===== config.mk =====
export PLATFORM = sky130hd
export DESIGN_NAME = mem_wb_stage
export DESIGN_NICKNAME = d
export VERILOG_FILES = /design/src/rtl/core_pkg.sv /design/src/rtl/load_formatter.sv /design/src/rtl/mem_wb_stage.sv
export SDC_FILE = /design/constraint.sdc
export NUM_CORES = 1
export LEC_CHECK = 0
export ABC_AREA = 1
export CORE_MARGIN = 3
export CORE_UTILIZATION = 43
export DETAILED_ROUTE_END_ITERATION = 8
export PLACE_DENSITY = 0.81
export RECOVER_POWER = 50
export SKIP_LAST_GASP = 1
export SYNTH_ARGS = -nofsm -noshare
export SYNTH_HDL_FRONTEND = slang
export SYNTH_HIERARCHICAL = 1
export SYNTH_SLANG_ARGS = --single-unit

===== constraint.sdc =====
create_clock -name clk -period 1.9 [get_ports clk]
set_clock_uncertainty 0.15 [all_clocks]
set_input_delay 0.285 -clock clk [delete_from_list [all_inputs] [get_ports clk]]
set_output_delay 0.285 -clock clk [all_outputs]
set_load 0.03 [all_outputs]

===== src/rtl/core_pkg.sv =====
// Shared constants for the 64-bit core: datapath width and
// load funct3 encodings used by the memory/writeback path.
package core_pkg;

    localparam int XLEN = 64;

    localparam logic [2:0] F3_LB  = 3'b000;
    localparam logic [2:0] F3_LH  = 3'b001;
    localparam logic [2:0] F3_LW  = 3'b010;
    localparam logic [2:0] F3_LD  = 3'b011;
    localparam logic [2:0] F3_LBU = 3'b100;
    localparam logic [2:0] F3_LHU = 3'b101;
    localparam logic [2:0] F3_LWU = 3'b110;

endpackage


===== src/rtl/load_formatter.sv =====
// Load data formatter: lane select, sign/zero extension and
// misaligned/illegal load detection. Purely combinational.
module load_formatter
    import core_pkg::*;
(
    input  logic [2:0]      funct3,
    input  logic [2:0]      addr,
    input  logic [XLEN-1:0] rdata,
    output logic [XLEN-1:0] data,
    output logic            fault
);

    logic [XLEN-1:0] w_b;
    logic [XLEN-1:0] w_h;
    logic [XLEN-1:0] w_w;

    assign w_b = rdata >> {addr, 3'b000};
    assign w_h = rdata >> {addr[2:1], 4'b0000};
    assign w_w = rdata >> {addr[2], 5'b00000};

    always_comb begin
        data  = '0;
        fault = 1'b0;
        case (funct3)
            F3_LB: data = {{56{w_b[7]}}, w_b[7:0]};
            F3_LBU: data = {56'd0, w_b[7:0]};
            F3_LH: begin
                data  = {{48{w_h[15]}}, w_h[15:0]};
                fault = addr[0];
            end
            F3_LHU: begin
                data  = {48'd0, w_h[15:0]};
                fault = addr[0];
            end
            F3_LW: begin
                data  = {{32{w_w[31]}}, w_w[31:0]};
                fault = |addr[1:0];
            end
            F3_LWU: begin
                data  = {32'd0, w_w[31:0]};
                fault = |addr[1:0];
            end
            F3_LD: begin
                data  = rdata;
                fault = |addr;
            end
            default: fault = 1'b1;
        endcase
    end

endmodule


===== src/rtl/mem_wb_stage.sv =====
// MEM/WB pipeline register: formatted load/ALU result, register
// file write port, load fault pulse and retired-instruction counter.
module mem_wb_stage #(
    parameter int XLEN      = core_pkg::XLEN,
    parameter int INSTRET_W = 64
) (
    input  logic                 clk,
    input  logic                 rst_n,
    input  logic                 in_valid,
    output logic                 in_ready,
    input  logic                 stall,
    input  logic                 flush,
    input  logic                 in_reg_write,
    input  logic                 in_mem_to_reg,
    input  logic [2:0]           in_funct3,
    input  logic [4:0]           in_rd,
    input  logic [XLEN-1:0]      in_alu_result,
    input  logic [XLEN-1:0]      in_read_data,
    output logic                 wb_valid,
    output logic                 wb_en,
    output logic [4:0]           wb_rd,
    output logic [XLEN-1:0]      wb_data,
    output logic                 load_fault,
    output logic [XLEN-1:0]      fault_addr,
    output logic [INSTRET_W-1:0] instret
);

    logic [XLEN-1:0]      w_fmt_data;
    logic                 w_fmt_fault;
    logic                 w_fault;
    logic                 w_en;
    logic [XLEN-1:0]      w_data;

    logic                 r_valid;
    logic                 r_en;
    logic [4:0]           r_rd;
    logic [XLEN-1:0]      r_data;
    logic                 r_fault;
    logic [XLEN-1:0]      r_faddr;
    logic [INSTRET_W-1:0] r_instret;

    load_formatter u_fmt (
        .funct3 (in_funct3),
        .addr   (in_alu_result[2:0]),
        .rdata  (in_read_data),
        .data   (w_fmt_data),
        .fault  (w_fmt_fault)
    );

    assign w_fault = in_mem_to_reg & w_fmt_fault;
    assign w_en    = in_valid & in_reg_write
                   & (in_rd != 5'd0) & ~w_fault;
    assign w_data  = !in_mem_to_reg ? in_alu_result
                   : (w_fault ? '0 : w_fmt_data);

    always_ff @(posedge clk) begin
        if (!rst_n) begin
            r_valid   <= 1'b0;
            r_en      <= 1'b0;
            r_rd      <= '0;
            r_data    <= '0;
            r_fault   <= 1'b0;
            r_faddr   <= '0;
            r_instret <= '0;
        end else begin
            // the WB instruction retires as it leaves the register
            if (r_valid && !stall && !flush)
                r_instret <= r_instret + 1'b1;
            if (flush) begin
                r_valid <= 1'b0;
                r_en    <= 1'b0;
                r_fault <= 1'b0;
            end else if (stall) begin
                r_fault <= 1'b0;
            end else begin
                r_valid <= in_valid;
                r_en    <= w_en;
                r_rd    <= in_rd;
                r_data  <= w_data;
                r_fault <= in_valid & w_fault;
                if (in_valid && w_fault)
                    r_faddr <= in_alu_result;
            end
        end
    end

    assign in_ready   = ~stall;
    assign wb_valid   = r_valid;
    assign wb_en      = r_en;
    assign wb_rd      = r_rd;
    assign wb_data    = r_data;
    assign load_fault = r_fault;
    assign fault_addr = r_faddr;
    assign instret    = r_instret;

endmodule


==> results.json, run 1 <==
{
  "status": "complete, but fails checks",
  "violations": "setup timing",
  "synthAdderAreaFrac_pct": 0.1116,
  "clk_pin_slew_ns": 0.09,
  "fmax_ghz": 0.5126,
  "gp_congestion": 1.007,
  "p_per_area_nw_per_um2": 621.9,
  "cts-buffers-inserted": 17,
  "cp.arrival_ns": 2.13,
  "io_pins": 344,
  "clock_sinks": 200,
  "rows": 58,
  "worstMarginPinSlew_ns": 0.6591,
  "coreArea_um2": 25400,
  "synthToLayoutAreaGrowth_pct": 48.57,
  "p_leak_nw": 8.121,
  "final-hold-violation-count": 0,
  "finalSetupTns_ns": -0.05807,
  "die-area_um2": 28060,
  "fin_crit_sh_pct": 102.7,
  "wl_um": 49530,
  "synth_compound_area_share_pct": 19.77,
  "setup_viol": 2,
  "antenna_found_initial": 1,
  "min_path_type": "in2reg",
  "cts-root-buf": "clkbuf_16",
  "period_needed_ns": 1.951,
  "post-dp-hpwl_um": 37540,
  "worst_slack_ns": -0.05066,
  "start_util_pct": 44.16,
  "synth_top_cell_by_area": "dfxtp_1",
  "yosysSeqAreaShare_pct": 35.70,
  "crit_required_ns": 2.08,
  "synth_top_area_share_pct": 35.70,
  "stdcell_count": 2560,
  "portBuffers": 343,
  "drive_gt1_share_pct": 12.83,
  "nets": 2360,
  "cts_tree": "done",
  "placedCellCount": 2518,
  "syn_inst": 1799,
  "slew_violations": 0,
  "num_vias": 13970,
  "path_class": "in2reg",
  "synth_xor_area_share_pct": 1.171,
  "ant_nets": 0,
  "yosys.area_share.simple_pct": 32.24,
  "async_reset_ff_share_pct": 0,
  "place_ws_ns": -0.7471,
  "vias_per_cell": 5.455,
  "synth_edf_count": 0,
  "cts_max_path_buffers": 2,
  "grt_max_degree": 72,
  "die_h_um": 167.5,
  "synth_area_leaders": "dfxtp_1, nand2_1, nor2_1, o21ai_0, a21oi_1",
  "synth_mux_area_share_pct": 0,
  "power_w": 0.01036,
  "start_kind": "input port",
  "synth.cells.most_frequent": "nand2_1, nor2_1, o21ai_0",
  "drt-initial-drc-count": 1423,
  "grt_overflow": 0,
  "drc": 0,
  "critical_path_peak_fanout": 10,
  "die_x_um": 167.5,
  "syn_nets": 1943,
  "synth_seq_cells": 200,
  "netlist_area_um2": 11220,
  "yosysWarnings": 6,
  "synth_ff_type": "dfxtp_1",
  "peakVddDrop_mv": 0.6160,
  "slew_headroom_pct": 55.59,
  "clock_latency_ns": 0.44,
  "hold_slack_ns": 0.09959,
  "synth_area_per_cell_um2": 6.234,
  "max-cap-violations": 0,
  "dr.pass1.iters": 5,
  "first_global_vias": 13340,
  "yosysMostFrequentCell": "nand2_1",
  "wl_per_cell_um": 19.35,
  "grt_pass1_wl_um": 74970,
  "worstSetupEndpointType": "flip-flop",
  "rsz0062_at_grt": "true",
  "grt_usage_pct": 33.56,
  "yosysUniqueCellTypes": 40,
  "htree_levels": 4,
  "fillers": 2390,
  "synth_top_family_by_area": "simple AND/OR/NAND/NOR gates"
}
## where the power goes
group	internal, W	switching (W)
Combinational	0.000841	0.00125
Clock	0.00183	0.00206
Sequential	0.00432	0.0000671
## what timing repair did
action,in CTS,in global routing
buffers inserted,2,5
hold buffers,0,0
setup endpoints to repair,311,139
gates resized for setup,193,76
pin swaps,2,8
cloned,2,0
hold endpoints to repair,0,0
## layer usage
metal	vias to the layer above	part of all wire (%)	track usage (%)
met3	138	8.7	7.082
li1	6653	-	-
met5	-	0	0
met1	6433	39	41.07
met4	0	4.9	14.80
met2	741	47	56.99
## cell usage in the layout (no fill, tap or decap), types with 17 or more instances in the layout
cell type / instances
inv_1: 170
dfxtp_1: 177
buf_4: 134
dfxtp_2: 22
dlygate4sd2_1: 188
dlymetal6s2s_1: 17
clkbuf_16: 17
clkdlybuf4s50_1: 135
nor2_1: 315
nand2_1: 343
o211ai_1: 18
nor2_2: 17
nand3_1: 125
a21oi_1: 161
o21ai_0: 226
buf_12: 22
## per-stage QoR
stage	instance area, um2	util (%)
floorplan	11300	-
global route	16660	65.61
detailed placement	15960	62.83
global placement	15960	62.83
finish	16660	65.61
CTS	16450	64.77
## path summary, 6_finish.rpt
check	slack [ns]	cells after the start	endpoint	startpoint
setup / recovery	-0.05	12	fault_addr[4]$_SDFFE_PN0P_	in_alu_result[1]
hold / removal	0.1	3	instret[25]$_SDFFE_PN0P_	rst_n
setup reg to reg	0.08	9	instret[50]$_SDFFE_PN0P_	instret[1]$_SDFFE_PN0P_
hold reg to reg	0.33	1	instret[15]$_SDFFE_PN0P_	instret[15]$_SDFFE_PN0P_
## cell type report
class                      instances  area (um2)  share of cell area (%)
timing repair buffer             502        4756                   28.54
inverter                         187       705.7                   4.235
antenna                            1       2.502                 0.01502
clock inverter                    15       207.7                   1.246
clock buffer                      17       425.4                   2.553
tap                              330       412.9                   2.478
sequential                       200        4035                   24.22
multi-input combinational       1308        6118                   36.72
## worst max-delay path, stage by stage
cell and delay [ns]:
clkdlybuf4s50_1 0.46, nor2_1 0.14, o21ai_0 0.10, o211ai_1 0.11, nand2_2 0.13, nand2_2 0.12
nor3_4 0.05, buf_6 0.14, buf_4 0.14, buf_12 0.14, o21ai_0 0.21, nor2_1 0.09
## sequential cells by signal, summed over array words and instances (netlist names)
| register | flops |
|---|---|
| wb_en | 1 |
| wb_valid | 1 |
| wb_rd | 5 |
| wb_data | 64 |
| fault_addr | 64 |
| instret | 64 |
| load_fault | 1 |
## cells by family (layout without fill, tap and decap cells)
logic type,count (synthesis),after routing
buffers and inverters,291,721
flip-flops,200,200
adder cells (fa/ha/maj),1,1
AO/OA/AOI/OAI,428,428
other,0,1
XOR/XNOR,15,15
AND/OR/NAND/NOR,864,864
Note: power is estimated with default switching activity, not from simulation.
==> run 2: changes to the inputs <==
CORE_MARGIN = 1   (was 3)
==> run 2 against run 1 <==
  * The run now ends clean
  * Sequential share of layout area rose by 0.40 points
  * Routed wire length rose by 0.75%
  * Register-to-register slack got worse by 0.03 ns
  * Die area fell by 4.7%
  * Utilization fell by 1.2 points
  * Critical path depth rose by 1
  * Sequential cell count did not move
  * Total power fell by 0.49%
  * Non-clock buffer count rose by 6
  * Combinational power fell by 2%
  * Clock-buffer cell count did not move
==> results.json, run 2 (synthesized netlist as in run 1, its figures left out) <==
{
  "crit_buf_inv": 6,
  "cts_max_path_buffers": 2,
  "post-dp-hpwl_um": 37410,
  "rsz0062_at_grt": "true",
  "grt_max_degree": 76,
  "drc": 0,
  "coreArea_um2": 25400,
  "cts-root-buf": "clkbuf_16",
  "antenna_found_initial": 1,
  "p_leak_nw": 7.712,
  "crit_required_ns": 2.08,
  "multiInputGateArea_um2": 6123,
  "io_pins": 344,
  "slew_violations": 0,
  "utilization_pct": 64.39,
  "htree_levels": 4,
  "clk_pin_slew_ns": 0.09,
  "ant_nets": 0,
  "max-cap-violations": 0,
  "min_path_type": "in2reg",
  "crit_family": "buffers and inverters",
  "start_util_pct": 44.16,
  "die-area_um2": 26730,
  "critical_path_peak_fanout": 19,
  "period_needed_ns": 1.889,
  "worstSetupEndpointType": "flip-flop",
  "placedCellCount": 2523,
  "path_class": "in2reg",
  "wl_per_cell_um": 19.45,
  "mostFrequentLayoutCells": "nand2_1, nor2_1, o21ai_0",
  "grt_pass1_wl_um": 74390,
  "start_kind": "input port",
  "drive_gt1_share_pct": 13.02,
  "slowest_stage": "dlygate4sd2_1",
  "gp_congestion": 0.9878,
  "path_cells": "dlygate4sd2_1 > clkbuf_2 > nor2_4 > inv_2 > o211ai_1 > nand2_2 > nand2_4 > nor3_4 > buf_6 > inv_4 > clkbuf_16 > nor2_1 > nor2_1",
  "first_global_vias": 13410,
  "stdcell_count": 2566,
  "vias_per_cell": 5.487,
  "clock_latency_ns": 0.45,
  "crit_top_cell": "nor2_1",
  "regArea_um2": 4026,
  "wl_um": 49900,
  "setup_viol": 0,
  "die_h_um": 163.5,
  "worstMarginPinSlew_ns": 0.7349,
  "finalSetupTns_ns": 0,
  "portBuffers": 343,
  "rows": 58,
  "die_x_um": 163.5,
  "cts_tree": "done",
  "cp.arrival_ns": 2.07,
  "cts-buffers-inserted": 17,
  "clock_sinks": 200,
  "fillers": 2475,
  "grt_overflow": 0,
  "fin_crit_sh_pct": 99.44,
  "status": "complete, no violations",
  "dr.pass1.iters": 6,
  "synthToLayoutAreaGrowth_pct": 45.83,
  "p_per_area_nw_per_um2": 630.4,
  "grt_usage_pct": 36.10,
  "peakVddDrop_mv": 0.6130,
  "drt-initial-drc-count": 1398,
  "nets": 2366,
  "num_vias": 14080,
  "slew_headroom_pct": 51.01,
  "slowest_delay_ns": 0.27,
  "final-hold-violation-count": 0,
  "fmax_ghz": 0.5293,
  "layout_commonest_cell": "nand2_1"
}
run 2: cell count changes in the layout (fill, tap and decap cells not counted), sizes merged:
cell / delta
inv: +1
dlygate4sd2: -16
clkinv: -1
clkdlybuf4s50: -2
clkdlybuf4s15: +1
bufbuf: -1
dlymetal6s2s: -15
clkbuf: +39
run 2: metal layers:
metal  global-route usage [%]  share of wire (%)  vias to the layer above
met2                    61.90                 48                      717
met5                        0                  0                        -
met4                    17.55                4.7                        0
met1                    43.35                 40                     6576
li1                         -                  -                     6656
met3                    6.374                7.5                      130
run 2: path summary, 6_finish.rpt:
| kind | start | to | slack, ns | cells past startpoint |
|---|---|---|---|---|
| hold / removal | flush | wb_valid$_SDFFE_PP0N_ | 0.11 | 3 |
| hold reg to reg | wb_en$_SDFFE_PP0N_ | wb_en$_SDFFE_PP0N_ | 0.31 | 2 |
| setup reg to reg | instret[8]$_SDFFE_PN0P_ | instret[44]$_SDFFE_PN0P_ | 0.05 | 10 |
| setup / recovery | in_funct3[0] | fault_addr[5]$_SDFFE_PN0P_ | 0.01 | 13 |
run 2: area by class of cell:
class / instances / share of cell area, %
diodes: 1 / 0.01530
clock buffers: 17 / 2.601
clock inverters: 15 / 1.163
inverters: 187 / 4.330
multi-input cells: 1308 / 37.44
flip-flops and latches: 200 / 24.62
well taps: 330 / 2.524
repair buffers: 508 / 27.31
run 2: where the power goes:
part	leakage [nW]	switching (W)	internal (W)
Sequential	1.63	0.0000707	0.00432
Clock	0.295	0.00207	0.00182
Combinational	5.78	0.00124	0.000795
run 2: timing repair:
action,4_1_cts,5_1_grt
endpoints found under the setup margin,296,124
pin swaps,2,9
resized for setup,181,88
hold buffers,0,0
gates cloned,0,2
buffers inserted,1,7
run 2: metrics by stage:
stage | cell area (um2) | hold slack (ns) | total power (W) | worst slack (ns)
detailed placement | 15910 | 0.3107 | 0.006578 | -0.7343
global route | 16360 | 0.1356 | 0.01063 | -0.06091
finish | 16360 | 0.1131 | 0.01031 | 0.01063
CTS | 16340 | 0.08595 | 0.01031 | -0.01742
global placement | 15910 | 0.2908 | 0.006567 | -0.6495
floorplan | 11300 | 0.2699 | 0.005483 | -0.02702
run 2: worst reg2reg max path: stages (launching register included):
cell and delay, ns:
dfxtp_1 0.41, nand2_2 0.13, nor2_2 0.15, nand2_1 0.15, nor2_1 0.19, nand2_1 0.11
nor2_2 0.12, buf_4 0.14, nand3_1 0.06, nand2_1 0.08, nor2_1 0.03
